[src/rtl/adaptive_threshold_pkg.sv]
// adaptive_threshold_pkg
// Shared definitions for the adaptive-thresholding frame sequencer:
//   - seqState_t : sequencer state encoding (3 bits, IDLE..ERROR)
//   - LED_*      : one-hot status patterns shown on oLed[4:0]
//   - DEFAULT_*  : default image / offset widths
//   - stateLed() : maps a state to its one-hot LED pattern
package adaptive_threshold_pkg;

  localparam int STATE_BITS = 3;

  typedef enum logic [STATE_BITS-1:0] {
    IDLE  = 3'd0,
    BOX   = 3'd1,
    THR   = 3'd2,
    DONE  = 3'd3,
    ERROR = 3'd4
  } seqState_t;

  localparam logic [4:0] LED_IDLE  = 5'b00001;
  localparam logic [4:0] LED_BOX   = 5'b00010;
  localparam logic [4:0] LED_THR   = 5'b00100;
  localparam logic [4:0] LED_DONE  = 5'b01000;
  localparam logic [4:0] LED_ERROR = 5'b10000;

  localparam int DEFAULT_WIDTH_BITS  = 8;
  localparam int DEFAULT_HEIGHT_BITS = 8;
  localparam int DEFAULT_C_BITS      = 5;

  function automatic logic [4:0] stateLed(input seqState_t s);
    case (s)
      IDLE:    stateLed = LED_IDLE;
      BOX:     stateLed = LED_BOX;
      THR:     stateLed = LED_THR;
      DONE:    stateLed = LED_DONE;
      ERROR:   stateLed = LED_ERROR;
      default: stateLed = 5'b00000;
    endcase
  endfunction

endpackage

[src/rtl/adaptive_threshold_sequencer_stage_watchdog.sv]
// stage_watchdog
// Free-running per-stage cycle counter used to detect a hung stage.
// Ports:
//   clock      rising-edge clock
//   not_reset  synchronous active-low reset (count -> 0)
//   clear      zero the count (wins over enable)
//   enable     advance the count by one
//   terminal   high while the count is all ones
module stage_watchdog #(
  parameter int TIMEOUT_BITS = 20
) (
  input  logic clock,
  input  logic not_reset,
  input  logic clear,
  input  logic enable,
  output logic terminal
);

  logic [TIMEOUT_BITS-1:0] count;

  always_ff @(posedge clock) begin
    if (!not_reset)  count <= '0;
    else if (clear)  count <= '0;
    else if (enable) count <= count + 1'b1;
  end

  assign terminal = &count;

endmodule

[src/rtl/adaptive_threshold_sequencer.sv]
// adaptive_threshold_sequencer
// Runs one box-filter pass followed by one threshold pass per frame, muxes
// the shared image-memory address between the two stages, latches the
// per-frame threshold offset and invert mode, and counts completed frames.
// Ports:
//   clock, not_reset            clock and synchronous active-low reset
//   iStart/iContinuous/iAbort   frame control (levels)
//   iC, iInvert -> oC, oInvert  per-frame config, latched at frame start
//   oBoxStart, iBoxFinished     box-filter handshake
//   oThrStart, iThrFinished     threshold-stage handshake
//   iBox*/iThr* -> oImage*      image address mux (THR selects threshold)
//   oBusy, oDone, oError        status (busy in BOX/THR, done pulse, error)
//   oState, oFrameCount, oLed   encoded state, frame count, LED status
module adaptive_threshold_sequencer
  import adaptive_threshold_pkg::*;
#(
  parameter int WIDTH_BITS     = DEFAULT_WIDTH_BITS,
  parameter int HEIGHT_BITS    = DEFAULT_HEIGHT_BITS,
  parameter int C_BITS         = DEFAULT_C_BITS,
  parameter int TIMEOUT_BITS   = 20,
  parameter int FRAME_CNT_BITS = 16
) (
  input  logic                      clock,
  input  logic                      not_reset,
  input  logic                      iStart,
  input  logic                      iContinuous,
  input  logic                      iAbort,
  input  logic [C_BITS-1:0]         iC,
  input  logic                      iInvert,
  output logic [C_BITS-1:0]         oC,
  output logic                      oInvert,
  output logic                      oBoxStart,
  input  logic                      iBoxFinished,
  output logic                      oThrStart,
  input  logic                      iThrFinished,
  input  logic [WIDTH_BITS-1:0]     iBoxCol,
  input  logic [HEIGHT_BITS-1:0]    iBoxRow,
  input  logic [WIDTH_BITS-1:0]     iThrCol,
  input  logic [HEIGHT_BITS-1:0]    iThrRow,
  output logic [WIDTH_BITS-1:0]     oImageCol,
  output logic [HEIGHT_BITS-1:0]    oImageRow,
  output logic                      oBusy,
  output logic                      oDone,
  output logic                      oError,
  output logic [2:0]                oState,
  output logic [FRAME_CNT_BITS-1:0] oFrameCount,
  output logic [9:0]                oLed
);

  seqState_t                 state, nextState;
  logic [C_BITS-1:0]         cReg, cNext;
  logic                      invReg, invNext;
  logic                      boxStartReg, boxStartNext;
  logic                      thrStartReg, thrStartNext;
  logic [FRAME_CNT_BITS-1:0] frameCount, frameCountNext;
  logic                      startFrame;
  logic                      wdTerminal;
  logic                      wdClear;

  // Any state change restarts the watchdog, so each stage gets a full
  // timeout window from its first cycle.
  assign wdClear = (nextState != state);

  stage_watchdog #(
    .TIMEOUT_BITS(TIMEOUT_BITS)
  ) uWatchdog (
    .clock    (clock),
    .not_reset(not_reset),
    .clear    (wdClear),
    .enable   (oBusy),
    .terminal (wdTerminal)
  );

  always_ff @(posedge clock) begin
    if (!not_reset) begin
      state       <= IDLE;
      cReg        <= '0;
      invReg      <= 1'b0;
      boxStartReg <= 1'b0;
      thrStartReg <= 1'b0;
      frameCount  <= '0;
    end else begin
      state       <= nextState;
      cReg        <= cNext;
      invReg      <= invNext;
      boxStartReg <= boxStartNext;
      thrStartReg <= thrStartNext;
      frameCount  <= frameCountNext;
    end
  end

  // Priority inside a busy stage: abort, then finished, then watchdog.
  always_comb begin
    nextState      = state;
    cNext          = cReg;
    invNext        = invReg;
    boxStartNext   = 1'b0;
    thrStartNext   = 1'b0;
    frameCountNext = frameCount;
    startFrame     = 1'b0;
    case (state)
      IDLE, ERROR: startFrame = iStart;
      BOX: begin
        if (iAbort) nextState = IDLE;
        else if (iBoxFinished) begin
          nextState    = THR;
          thrStartNext = 1'b1;
        end else if (wdTerminal) nextState = ERROR;
      end
      THR: begin
        if (iAbort) nextState = IDLE;
        else if (iThrFinished) begin
          nextState      = DONE;
          frameCountNext = frameCount + 1'b1;
        end else if (wdTerminal) nextState = ERROR;
      end
      DONE: begin
        if (iContinuous && !iAbort) startFrame = 1'b1;
        else nextState = IDLE;
      end
      default: nextState = IDLE;
    endcase
    // Shared frame-start path for IDLE, ERROR and continuous DONE.
    if (startFrame) begin
      nextState    = BOX;
      boxStartNext = 1'b1;
      cNext        = iC;
      invNext      = iInvert;
    end
  end

  assign oC          = cReg;
  assign oInvert     = invReg;
  assign oBoxStart   = boxStartReg;
  assign oThrStart   = thrStartReg;
  assign oFrameCount = frameCount;
  assign oState      = state;
  assign oBusy       = (state == BOX) || (state == THR);
  assign oDone       = (state == DONE);
  // ERROR is only left through a start, so the flag is sticky by construction.
  assign oError      = (state == ERROR);
  assign oImageCol   = (state == THR) ? iThrCol : iBoxCol;
  assign oImageRow   = (state == THR) ? iThrRow : iBoxRow;
  assign oLed        = {5'(cReg), stateLed(state)};

endmodule

[config.mk]
export PLATFORM = sky130hd
export DESIGN_NAME = adaptive_threshold_sequencer
export DESIGN_NICKNAME = d
export VERILOG_FILES = /design/src/rtl/adaptive_threshold_pkg.sv /design/src/rtl/adaptive_threshold_sequencer_stage_watchdog.sv /design/src/rtl/adaptive_threshold_sequencer.sv
export SDC_FILE = /design/constraint.sdc
export NUM_CORES = 1
export LEC_CHECK = 0
export BUFFER_PORTS_ARGS = -buffer_cell sky130_fd_sc_hd__buf_2
export CAP_MARGIN = 0
export CORE_UTILIZATION = 44
export DETAILED_ROUTE_END_ITERATION = 7
export PLACE_DENSITY = 0.84
export SETUP_SLACK_MARGIN = 0.02
export SKIP_CTS_REPAIR_TIMING = 1
export SYNTH_ARGS = -nofsm -noshare
export SYNTH_HDL_FRONTEND = slang
export SYNTH_SLANG_ARGS = --single-unit
[constraint.sdc]
create_clock -name clock -period 2.7 [get_ports clock]
set_input_delay 0.405 -clock clock [delete_from_list [all_inputs] [get_ports clock]]
set_output_delay 0.405 -clock clock [all_outputs]
set_load 0.02 [all_outputs]
==> Yosys cells after proc, flatten, opt, wreduce, memory -nomap -nowiden <==
Cells that the tools add are included.
{ "word_totals": {"out_inout_bits": 56, "reg_bits": 47, "input_bits": 45, "word_cells": 41} }
{ "classes": {"n_bitwise": 3, "n_reduce_logical": 9, "n_addsub": 2, "eq_ne": 5, "n_mux": 15} }
{ "op_table": {"columns": ["operator", "count"], "rows": [
  ["one-hot mux 5 bit (5 select lines)", 1],
  ["two-way mux 3 bit", 7],
  ["adder 20 x 1 -> 20 bit, second input constant", 1],
  ["AND reduction 20 bit", 1],
  ["adder 16 x 1 -> 16 bit, second input constant", 1],
  ["two-way mux 8 bit", 2],
  ["one-hot mux 3 bit (4 select lines)", 1],
  ["== test 3 x 2 -> 1 bit, second input constant", 2],
  ["OR reduction 2 bit", 2],
  ["== test 3 x 1 -> 1 bit, second input constant", 1],
  ["== test 3 bit, second input constant", 1],
  ["logical NOT 3 bit", 1],
  ["two-way mux 1 bit", 3],
  ["!= test 3 bit", 1],
  ["NOT 1 bit", 3],
  ["AND reduction 3 bit", 1],
  ["OR reduction 3 bit", 1],
  ["one-hot mux 1 bit (2 select lines)", 1],
  ["logical AND 1 bit", 1],
  ["logical NOT 1 bit", 1],
  ["logical OR 1 bit", 1]
]} }

==> Depth between registers and ports, before layout <==
{ "logic_depth": {"ltp_word": 8, "ltp_mapped": 7, "ltp_nobuf": 6} }

==> Hierarchy <==
A second synthesis with hierarchy kept.
{ "hier_totals": {"cells_unflattened": 313, "area_unflattened_um2": 2536.2} }
{ "by_module_without_submodules": {"columns": ["mod", "area_per_inst_um2", "instances", "cells_each"], "rows": [
  ["adaptive_threshold_sequencer", 1599.0, 1, 205],
  ["stage_watchdog", 937.1, 1, 108]
]} }

==> Worst setup path before layout <==
Ideal clock, no wire load.
{ "synth_timing": {"path_type": "flip-flop to output port", "startpoint": "reg state[1], in the netlist oState[1]", "endpoint": "out oImageCol[5]", "path_stages_with_launch": 4, "required_ns": 2.295, "arrival_ns": 1.746, "setup_slack_ns": 0.549, "n_path_buf": 1, "path_cell_list": "dfxtp_1 -> nor3b_2 -> buf_2 -> mux2_2"} }
{ "synth_between": {"elab_chain_len": 2} }
{ "synth_rtl": {"columns": ["element", "line", "rtl"], "rows": [
  ["start: declaration", "adaptive_threshold_sequencer.sv:50", "seqState_t state, nextState;"],
  ["start signal: assignment", "adaptive_threshold_sequencer.sv:83", "state <= nextState;"],
  ["== test 3 x 2 -> 1 bit", "adaptive_threshold_sequencer.sv:142", "assign oImageCol = (state == THR) ? iThrCol : iBoxCol;"],
  ["two-way mux 8 bit", "adaptive_threshold_sequencer.sv:142", null],
  ["end: declaration", "adaptive_threshold_sequencer.sv:40", "output logic [WIDTH_BITS-1:0] oImageCol,"]
]} }
No other way between the ends.

==> Worst setup path in the final report <==
{ "layout_timing": {"startpoint": "reg state[1], in the netlist oState[1]", "endpoint": "out oImageCol[1]"} }
Same word-level chain as after synthesis.

==> results_dict.tcl <==
set metrics [dict create \
    ios 101 \
    synth_area_leaders "dfxtp_1, mux2_2, xor2_1" \
    antenna_found_initial 0 \
    hpwl_mm 4.24 \
    synth.most_common_cell "nor2_1" \
    fin_util_pct 59.0 \
    hold_ws_ps 329 \
    crit_fanout 18 \
    path_clk_slew_ps 90 \
    hold_viol_final 0 \
    ys_top_cells_by_count "nor2_1, dfxtp_1, nand2_1" \
    yosys.area.top_type "dfxtp_1" \
    rsz0062_at_grt "false" \
    tightest_slew_ps 737 \
    cts_buffers 5 \
    row_count 26 \
    cap_violations 0 \
    die_h_um 76.9 \
    rr_worst_depth 5 \
    cp.arrival_ps 2000 \
    cp-end-kind "primary output" \
    drive_above_1_share_pct 36.9 \
    cp.required_ps 2300 \
    holdCritPathClass "in -> reg" \
    slew_headroom_pct 50.8 \
    clock_latency_ps 300 \
    place.port_buffers 100 \
    fin_skew_ps 8.09 \
    synth_edf_count 0 \
    grt_max_degree 25 \
    ff2ff_setup_slack_ps 620 \
    yosysUniqueCellTypes 41 \
    grt_pass1_vias 2084 \
    yosysWarnings 0 \
    mappedNetlistArea_um2 2470 \
    ir_drop_v 0.000310 \
    setup_viol 0 \
    cts_tree "yes" \
    holdPathStages 3 \
    ys_seq_elements 47 \
    grt_usage_pct 19.7 \
    wl_mm 5.65 \
    yosysSeqAreaShare_pct 38.2 \
    via_per_inst 5.20 \
    p_leak_nw 1.34 \
    dieArea_um2 5910 \
    cts-root-buf "clkbuf_8" \
    hold_start "iC[2]" \
    diodes 0 \
    power.density_nw_per_um2 426 \
    core_um2 5240 \
    dr.pass1.iters 4 \
    start_util_pct 47.1 \
    die_x_um 76.9 \
    slew_viol_final 0 \
    fill_cells 475 \
    h-tree-depth 2 \
    synth-main-ff-cell "dfxtp_1" \
    drc 0 \
    syn_area_per_cell_um2 8.81 \
    timing.rr.end "oFrameCount[9]" \
    pre_cts_ws_ps 625 \
    fin_ws_ps 293 \
    drt_iter0_markers 87 \
    clock_path_buffers 2 \
    syn_nets 327 \
    max_freq_ghz 0.415 \
    syn_inst 280 \
    hold_end "oC[2]" \
    grt_overflow_total 0 \
    cp-start-kind "flip-flop" \
    via_count 2334 \
    fin_crit_sh_pct 89.1 \
    power_w 0.00132 \
    status "finished clean" \
    synth_top_area_share_pct 38.2 \
    critical_path_class "reg -> out" \
    grt_pass1_wl_mm 9.39 \
    nNetsFinal 425 \
    routedWlPerCell_um 12.6 \
    clock_sinks 47 \
    final.min_clock_period_ps 2410 \
    worstReg2RegStart "oState[2]" \
    setup_tns_ps 0 \
    place.gp.congestion 0.804 \
    area_delta_synth_final_pct 25.2 \
    async_flop_share_pct 0 \
    drt.antenna.violating_nets 0 \
]
stage by stage:
stage                     instance area (um^2)  std cells
after global placement                    3000        441
final                                     3090        449
after detailed placement                  3000        441
after global routing                      3090        449
after floorplan                           2470        280
after CTS                                 3090        449
routing by layer:
layer,wire [um],vias to the layer above,global-route usage [%]
li1,-,1159,-
met4,85,0,6.73
met1,2410,1059,23.9
met2,2730,105,33.0
met3,425,11,5.60
met5,0,-,0
critical path, cell delays in order (launching register included):
cell and delay, ps:
dfxtp_1 650, nor3b_2 250, buf_4 260, mux2_2 370, buf_2 160
final cells by class:
| class | count | area, um^2 | area share (%) |
|---|---|---|---|
| inverter | 5 | 18.8 | 0.608 |
| tap | 70 | 87.6 | 2.84 |
| timing repair buffer | 106 | 546 | 17.7 |
| multi-input combinational | 213 | 1410 | 45.5 |
| sequential | 47 | 941 | 30.5 |
| clock buffer | 5 | 68.8 | 2.23 |
| clock inverter | 3 | 20.0 | 0.648 |
cell usage in the layout (no fill, tap or decap), types with 6 or more instances in the layout:
cell type,n
nor3_1,9
mux2_2,17
a21oi_1,6
xor2_1,21
nor4_1,6
nand4_1,7
nand2_1,25
nor2_1,48
nand3_1,15
dfxtp_1,47
buf_4,6
xnor2_1,13
mux2i_1,6
buf_2,100
state kept, by name, indices dropped and copies added (netlist names):
signal / cells
oC: 5
oBoxStart: 1
oState: 3
oInvert: 1
uWatchdog.count: 20
oThrStart: 1
oFrameCount: 16
kinds of logic (layout without fill, tap and decap cells):
family | count (synthesis) | count (layout) | synth area share, %
compound gates | 19 | 19 | 5.18
xor+xnor | 34 | 34 | 12.1
fa+ha+maj | 2 | 2 | 1.01
buf+inv | 20 | 119 | 4.82
flops | 47 | 47 | 38.2
mux | 23 | 23 | 10.2
simple gates | 135 | 135 | 28.6
power breakdown:
part / switching [W] / internal, W / leakage [nW]
Combinational: 0.000104 / 0.0000791 / 0.917
Clock: 0.000239 / 0.000180 / 0.0402
Sequential: 0.0000119 / 0.000702 / 0.380
Total: 0.000355 / 0.000961 / 1.34
how the worst max path moves through the flow:
stage                     slack (ps)      start      endpoint  depth (start not counted)
after floorplan                  550  oState[1]  oImageCol[5]                          3
after global placement           650  oState[1]  oImageCol[1]                          4
after detailed placement         630  oState[1]  oImageCol[1]                          4
after CTS                        280  oState[1]  oImageCol[1]                          4
after global routing             190  oState[1]  oImageRow[5]                          4
final                            290  oState[1]  oImageCol[1]                          4
Power figures use the tool's default switching activity.
